<file path="src/rtl/player_move_pkg.sv">
// player_move_pkg: game-state, direction and tile codes, grid geometry and
// per-stage start/key/exit tiles shared by player_move and stage_map.
package player_move_pkg;
   localparam int         TILE       = 16;
   localparam logic [5:0] COLS       = 6'd20;
   localparam logic [5:0] ROWS       = 6'd15;
   localparam logic [4:0] LAST_COL   = 5'(COLS - 6'd1);
   localparam logic [3:0] LAST_ROW   = 4'(ROWS - 6'd1);
   localparam logic [7:0] STEP_LIMIT = 8'd40;

   typedef enum logic [3:0] {
      TITLE = 4'd0, STAFF = 4'd1, STAGE1 = 4'd2, SUCCESS1 = 4'd3, STAGE2 = 4'd4,
      SUCCESS2 = 4'd5, STAGE3 = 4'd6, SUCCESS3 = 4'd7, FAIL = 4'd8
   } game_state_e;

   typedef enum logic [1:0] {DIR_UP = 2'd0, DIR_LEFT = 2'd1, DIR_DOWN = 2'd2, DIR_RIGHT = 2'd3} dir_e;
   typedef enum logic [1:0] {FLOOR = 2'd0, WALL = 2'd1, EXIT = 2'd2} tile_e;
   typedef enum logic [2:0] {IDLE, CHECK, EVAL, MOVE, ARRIVE, LOCKED} ctrl_e;

   typedef struct packed {
      logic [4:0] col;
      logic [3:0] row;
   } tile_t;

   // Stage index is 1..3; anything else falls back to the stage 1 layout.
   function automatic tile_t start_tile(input logic [1:0] stage);
      return (stage == 2'd2) ? {5'd1, 4'd13} : (stage == 2'd3) ? {5'd2, 4'd2} : {5'd1, 4'd1};
   endfunction

   function automatic tile_t key_tile(input logic [1:0] stage);
      return (stage == 2'd2) ? {5'd9, 4'd2} : (stage == 2'd3) ? {5'd17, 4'd12} : {5'd3, 4'd1};
   endfunction

   function automatic tile_t exit_tile(input logic [1:0] stage);
      return (stage == 2'd2) ? {5'd18, 4'd1} : (stage == 2'd3) ? {5'd10, 4'd7} : {5'd18, 4'd13};
   endfunction
endpackage

</file>
<file path="src/rtl/player_move_stage_map.sv">
// stage_map: per-stage tile ROM; border and interior walls, one exit tile,
// output registered with one cycle of latency.
module stage_map
   import player_move_pkg::*;
(
   input  logic       clk,
   input  logic [1:0] stage,
   input  logic [4:0] col,
   input  logic [3:0] row,
   output logic [1:0] tile
);
   tile_t ex;
   logic  border, inner;

   assign ex     = exit_tile(stage);
   assign border = (col == 5'd0) || (col == LAST_COL) || (row == 4'd0) || (row == LAST_ROW);
   assign inner  = (stage == 2'd2) ? (col == 5'd10) && (row >= 4'd3) && (row <= 4'd13) :
                   (stage == 2'd3) ? (row == 4'd5) && (col >= 5'd1) && (col <= 5'd14) :
                                     (col == 5'd1) && (row == 4'd2);

   always_ff @(posedge clk)
      tile <= ({col, row} == ex) ? EXIT : (border || inner) ? WALL : FLOOR;
endmodule

</file>
<file path="src/rtl/player_move.sv">
// player_move: tile-stepped player control for the three stages -- bounds and
// wall checks, pixel-stepped motion, key pickup, step count and pass/fail pulses.
module player_move
   import player_move_pkg::*;
(
   input  logic       clk,
   input  logic       rst,
   input  logic [3:0] state,
   input  logic       move_req,
   input  logic [1:0] move_dir,
   input  logic       tick,
   output logic [8:0] player_x,
   output logic [8:0] player_y,
   output logic [8:0] key_x,
   output logic [8:0] key_y,
   output logic       has_key,
   output logic       busy,
   output logic [7:0] steps,
   output logic       pass,
   output logic       fail
);
   ctrl_e      st_q, st_d;
   logic [3:0] prev_q, cnt_q, cnt_d;
   logic [8:0] px_q, px_d, py_q, py_d, kx_q, kx_d, ky_q, ky_d;
   logic [5:0] tx_q, tx_d, ty_q, ty_d;
   logic [1:0] dir_q, dir_d, stage, tile;
   logic [7:0] steps_q, steps_d, steps_inc;
   logic       hk_q, hk_d, in_stage, entry, key_hit;
   tile_t      st_tile, ky_tile;

   assign in_stage  = (state == STAGE1) || (state == STAGE2) || (state == STAGE3);
   assign entry     = in_stage && (state != prev_q);
   assign stage     = state[2:1];
   assign st_tile   = start_tile(stage);
   assign ky_tile   = key_tile(stage);
   assign steps_inc = steps_q + {7'd0, steps_q != 8'hFF};
   assign key_hit   = !hk_q && (px_q == kx_q) && (py_q == ky_q);

   stage_map u_map (
      .clk  (clk),
      .stage(stage),
      .col  (tx_q[4:0]),
      .row  (ty_q[3:0]),
      .tile (tile)
   );

   always_comb begin
      st_d = st_q;
      px_d = px_q;
      py_d = py_q;
      kx_d = kx_q;
      ky_d = ky_q;
      tx_d = tx_q;
      ty_d = ty_q;
      dir_d = dir_q;
      cnt_d = cnt_q;
      steps_d = steps_q;
      hk_d = hk_q;
      pass = 1'b0;
      fail = 1'b0;
      if (entry) begin
         st_d = IDLE;
         px_d = {st_tile.col, 4'd0};
         py_d = {1'b0, st_tile.row, 4'd0};
         kx_d = {ky_tile.col, 4'd0};
         ky_d = {1'b0, ky_tile.row, 4'd0};
         steps_d = '0;
         hk_d = 1'b0;
      end else if (!in_stage) begin
         st_d = (st_q == LOCKED) ? LOCKED : IDLE;
      end else begin
         unique case (st_q)
            IDLE: if (move_req) begin
               // Targets wrap to all-ones below zero, so one unsigned compare covers both edges.
               tx_d = {1'b0, px_q[8:4]} + ((move_dir == DIR_RIGHT) ? 6'd1 : (move_dir == DIR_LEFT) ? 6'h3F : 6'd0);
               ty_d = {1'b0, py_q[8:4]} + ((move_dir == DIR_DOWN) ? 6'd1 : (move_dir == DIR_UP) ? 6'h3F : 6'd0);
               dir_d = move_dir;
               st_d = CHECK;
            end
            CHECK: st_d = ((tx_q < COLS) && (ty_q < ROWS)) ? EVAL : IDLE;
            EVAL: begin
               cnt_d = '0;
               st_d = (tile == WALL) ? IDLE : MOVE;
            end
            MOVE: if (tick) begin
               px_d = (dir_q == DIR_RIGHT) ? px_q + 9'd1 : (dir_q == DIR_LEFT) ? px_q - 9'd1 : px_q;
               py_d = (dir_q == DIR_DOWN) ? py_q + 9'd1 : (dir_q == DIR_UP) ? py_q - 9'd1 : py_q;
               cnt_d = cnt_q + 4'd1;
               st_d = (cnt_q == 4'd15) ? ARRIVE : MOVE;
            end
            ARRIVE: begin
               steps_d = steps_inc;
               hk_d = hk_q | key_hit;
               kx_d = key_hit ? '1 : kx_q;
               ky_d = key_hit ? '1 : ky_q;
               pass = (tile == EXIT) && hk_d;
               fail = !pass && (state == STAGE3) && (steps_inc == STEP_LIMIT);
               st_d = (pass || fail) ? LOCKED : IDLE;
            end
            default: st_d = st_q;
         endcase
      end
   end

   always_ff @(posedge clk or posedge rst)
      if (rst) begin
         st_q <= IDLE;
         prev_q <= TITLE;
         px_q <= '0;
         py_q <= '0;
         kx_q <= '1;
         ky_q <= '1;
         tx_q <= '0;
         ty_q <= '0;
         dir_q <= '0;
         cnt_q <= '0;
         steps_q <= '0;
         hk_q <= 1'b0;
      end else begin
         st_q <= st_d;
         prev_q <= state;
         px_q <= px_d;
         py_q <= py_d;
         kx_q <= kx_d;
         ky_q <= ky_d;
         tx_q <= tx_d;
         ty_q <= ty_d;
         dir_q <= dir_d;
         cnt_q <= cnt_d;
         steps_q <= steps_d;
         hk_q <= hk_d;
      end

   assign player_x = px_q;
   assign player_y = py_q;
   assign key_x    = kx_q;
   assign key_y    = ky_q;
   assign has_key  = hk_q;
   assign steps    = steps_q;
   assign busy     = (st_q != IDLE) && (st_q != LOCKED);
endmodule

</file>
<file path="config.mk">
export PLATFORM = sky130hd
export DESIGN_NAME = player_move
export DESIGN_NICKNAME = d
export VERILOG_FILES = /design/src/rtl/player_move_pkg.sv /design/src/rtl/player_move_stage_map.sv /design/src/rtl/player_move.sv
export SDC_FILE = /design/constraint.sdc
export NUM_CORES = 1
export LEC_CHECK = 0
export CORE_ASPECT_RATIO = 1.75
export CORE_MARGIN = 2
export CORE_UTILIZATION = 35
export DETAILED_ROUTE_END_ITERATION = 12
export PLACE_DENSITY = 0.55
export SETUP_SLACK_MARGIN = 0.4
export SYNTH_ARGS = -nofsm -noshare
export SYNTH_HDL_FRONTEND = slang
export SYNTH_SLANG_ARGS = --single-unit
</file>
<file path="constraint.sdc">
create_clock -name clk -period 5.8 [get_ports clk]
set_input_delay 1.74 -clock clk [delete_from_list [all_inputs] [get_ports clk]]
set_output_delay 1.74 -clock clk [all_outputs]
set_load 0.1 [all_outputs]
</file>
==> results.md <==
* Critical path required time at roughly 4 ns
* Most frequent cells in the layout: nand2_1, dfrtp_1, clkdlybuf4s50_1
* Final period utilization at 91.8%
* Clock Sink Count at slightly below 60
* Reg-to-reg endpoint: st_q[0]$_DFFE_PP0P_
* CP cell instances: clkdlybuf4s50_1, nand3_1, nor4_2, nand2_1, or4_4, nor3_4, buf_12
* Yosys Warn Count at 0
* Total Power at roughly 1.4 mW
* Hold Path Stages at 1
* Latest clock arrival within the worst-skew pair at between 0.3 and 0.4 ns
* Max-slew headroom at roughly 34%
* Post-Syn Area at approximately 0.0041 mm^2
* Pins Over Slew Limit at 0
* DRT iter0 DRCs at roughly 160
* DRT Pass-1 Iters at 5
* Worst Skew at 0.00953 ns
* Cell area after placement at about 0.0047 mm^2
* Layout cells sized above 1 at under 10%
* Max IR drop VDD at 0.000206 V
* Most common cell after layout, fill and taps aside: nand2_1
* Worst-case reg-to-reg path depth at 10
* CP Capture Type: primary output
* Asr flop ratio synth at a little over nine tenths
* Hold_buf cts at 0
* Post-synthesis register bit count at slightly below 60
* Syn_nets at ~520
* Grt ovf at 0
* Worst Tran Pin Value at slightly below 1 ns
* Post-DP HPWL at a little over 8000 um
* Min-delay worst type: flip-flop to flip-flop
* Minimum clock period after layout at 5.33 ns
* CP max stage cell: clkdlybuf4s50_1
* Worst r2r src: steps[4]$_DFFE_PP0P_
* Final instance area at about 0.0050 mm^2
* Placer Congestion at around 0.87
* Initial Util at ~36%
* Dpl cells at ~650
* Post-Route WL at roughly 11000 um
* Avg WL per Cell at ~16 um
* Fin cells at approximately 660
* Startpoint Class: primary input
* I/O Buffers at 56
* TritonCTS clock tree: built
* Antenna Nets Post-Route at 0
* Largest net degree at the start of global routing at 30
* First-pass GRT wire length at 17700 um
* Number of synthesized flops with an enable pin at 0
* Core area at roughly 0.011 mm^2
* Max Root-Sink Buffers at 2
* Die Ht at around 150 um
* LEAKAGE at approximately 2.2 nW
* Worst-path maximum fanout at 3
* FILL cells at approximately 1200
* Max-cap violations at 0
* Fmax at about 190 MHz
* CTS Buf Count at 9
* Root buf cell: clkbuf_16
* Total die area at 0.0126 mm^2
* Syn Inst Count at ~480
* Synthesis-to-layout area growth at 23.7%
* Worst path max stage delay at around 0.54 ns
* CP Class: primary input to primary output
* CTS HTree Levels at 3
* PD cells at about 290 mW/mm^2
* Worst Path Arrival at around 3.6 ns
* Flop2flop setup slack at 2.93 ns
* Status: finished, final reports clean
* Number of remaining DRC errors at 0
* Num rows at 52
* Synth unique cells at 56
* Hold Path Sink: cnt_q[3]$_DFFE_PP0P_
* Via count at roughly 3600
* Worst hold margin at between 0.4 and 0.5 ns
* Gr usage total at 18.1%
* PnR worst setup slack at between 0.4 and 0.5 ns
* Setup WS pre-CTS at between 0.3 and 0.4 ns
* Syn_area_per_cell at between 8 and 9 um^2
* Main synth FF type: dfrtp_1
* Final hold violations at 0
* Layout Nets at 562
* Vias/cell at 5.42
* Min-delay src: cnt_q[3]$_DFFE_PP0P_
* Unrepaired setup endpoints after global routing: true
* Reg clk slew, reported paths at roughly 0.050 ns
* Die width at approximately 86 um
* Ant diodes at 0
* Vias in the first global route at approximately 3500
* # IOs at 58
* Post-synthesis sequential area ratio at a little over a third
* Initial antenna violation count at 0
* Setup total negative slack at 0 ns
* Final Core Density at ~44%
* Final Setup Violations at 0
## sequential cells by signal, indices dropped and copies added (netlist names)
register and cells:
player_x 9, player_y 9, steps 8, tx_q 6, ty_q 6, cnt_q 4, key_y 4, prev_q 4
st_q 3, dir_q 2, u_map.tile 2, has_key 1
## where the power goes
| group | total (mW) | internal (mW) | switching, mW | leakage (nW) |
|---|---|---|---|---|
| sequential | 0.488 | 0.439 | 0.0490 | 0.761 |
| clock | 0.565 | 0.379 | 0.186 | 0.154 |
| combinational | 0.389 | 0.131 | 0.258 | 1.28 |
| total | 1.44 | 0.949 | 0.493 | 2.20 |
## cell type report
class	count	area, um^2	area share (%)
clock inverter	3	45.0	0.894
multi-input combinational	364	2380	47.2
timing repair buffer	60	614	12.2
clock buffer	13	280	5.56
inverter	28	105	2.08
tap	135	169	3.35
sequential	58	1450	28.7
## worst max-delay path by stage
stage                          from   end  cells past startpoint
6_report                   state[2]  fail                      7
5_1_grt                    state[2]  fail                      7
4_1_cts                    state[0]  fail                      8
3_5_place_dp               state[1]  fail                      7
3_3_place_gp               state[1]  fail                      7
2_1_floorplan  steps[4]$_DFFE_PP0P_  fail                     10
## worst max-delay path, delay by kind of cell
kind / cells / cell delay, ns
buffers and inverters: 2 / 0.74
AND/OR/NAND/NOR: 5 / 1.10
## synth_stat cells (5+ instances only)
cell type,count,share of area (%)
clkbuf_1,9,0.83
nor2b_1,7,1.1
inv_1,28,2.6
nor2_1,40,3.7
o31ai_1,6,1.1
a31oi_1,7,1.1
and2_1,6,0.92
a21o_1,7,1.3
buf_4,15,2.8
dfrtp_1,52,32
xor2_1,12,2.6
nand2b_1,6,0.92
nand3_1,15,1.8
and3_1,5,0.77
a21oi_1,20,2.5
xnor2_1,15,3.2
mux2i_1,6,1.5
or3_1,6,0.92
nand2_1,60,5.5
nor3_1,8,0.98
o21ai_0,47,5.8
ha_1,27,8.3
nand4_1,12,1.8
## timing repair
action | 4_1_cts | 5_1_grt
pin swaps | 0 | 2
buffers inserted | 0 | 0
endpoints found under the setup margin | 1 | 2
gates resized for setup | 2 | 4
hold endpoints to repair | 0 | 0
## logic make-up after synthesis
group	share of synthesized area, %
multiplexers	2.67
AO/OA/AOI/OAI	17.2
other	0.0920
buffers and inverters	6.69
AND/OR/NAND/NOR	21.8
flip-flops	35.5
XOR/XNOR	5.80
adder cells (fa/ha/maj)	10.3
## layer usage
metal / global-route usage [%] / share of wire (%) / up-vias
li1: - / - / 1767
met3: 2.30 / 4.1 / 23
met4: 9.76 / 3.9 / 0
met2: 31.8 / 51 / 109
met1: 21.0 / 41 / 1683
met5: 0 / 0 / -
(Power assumes the default switching activity.)
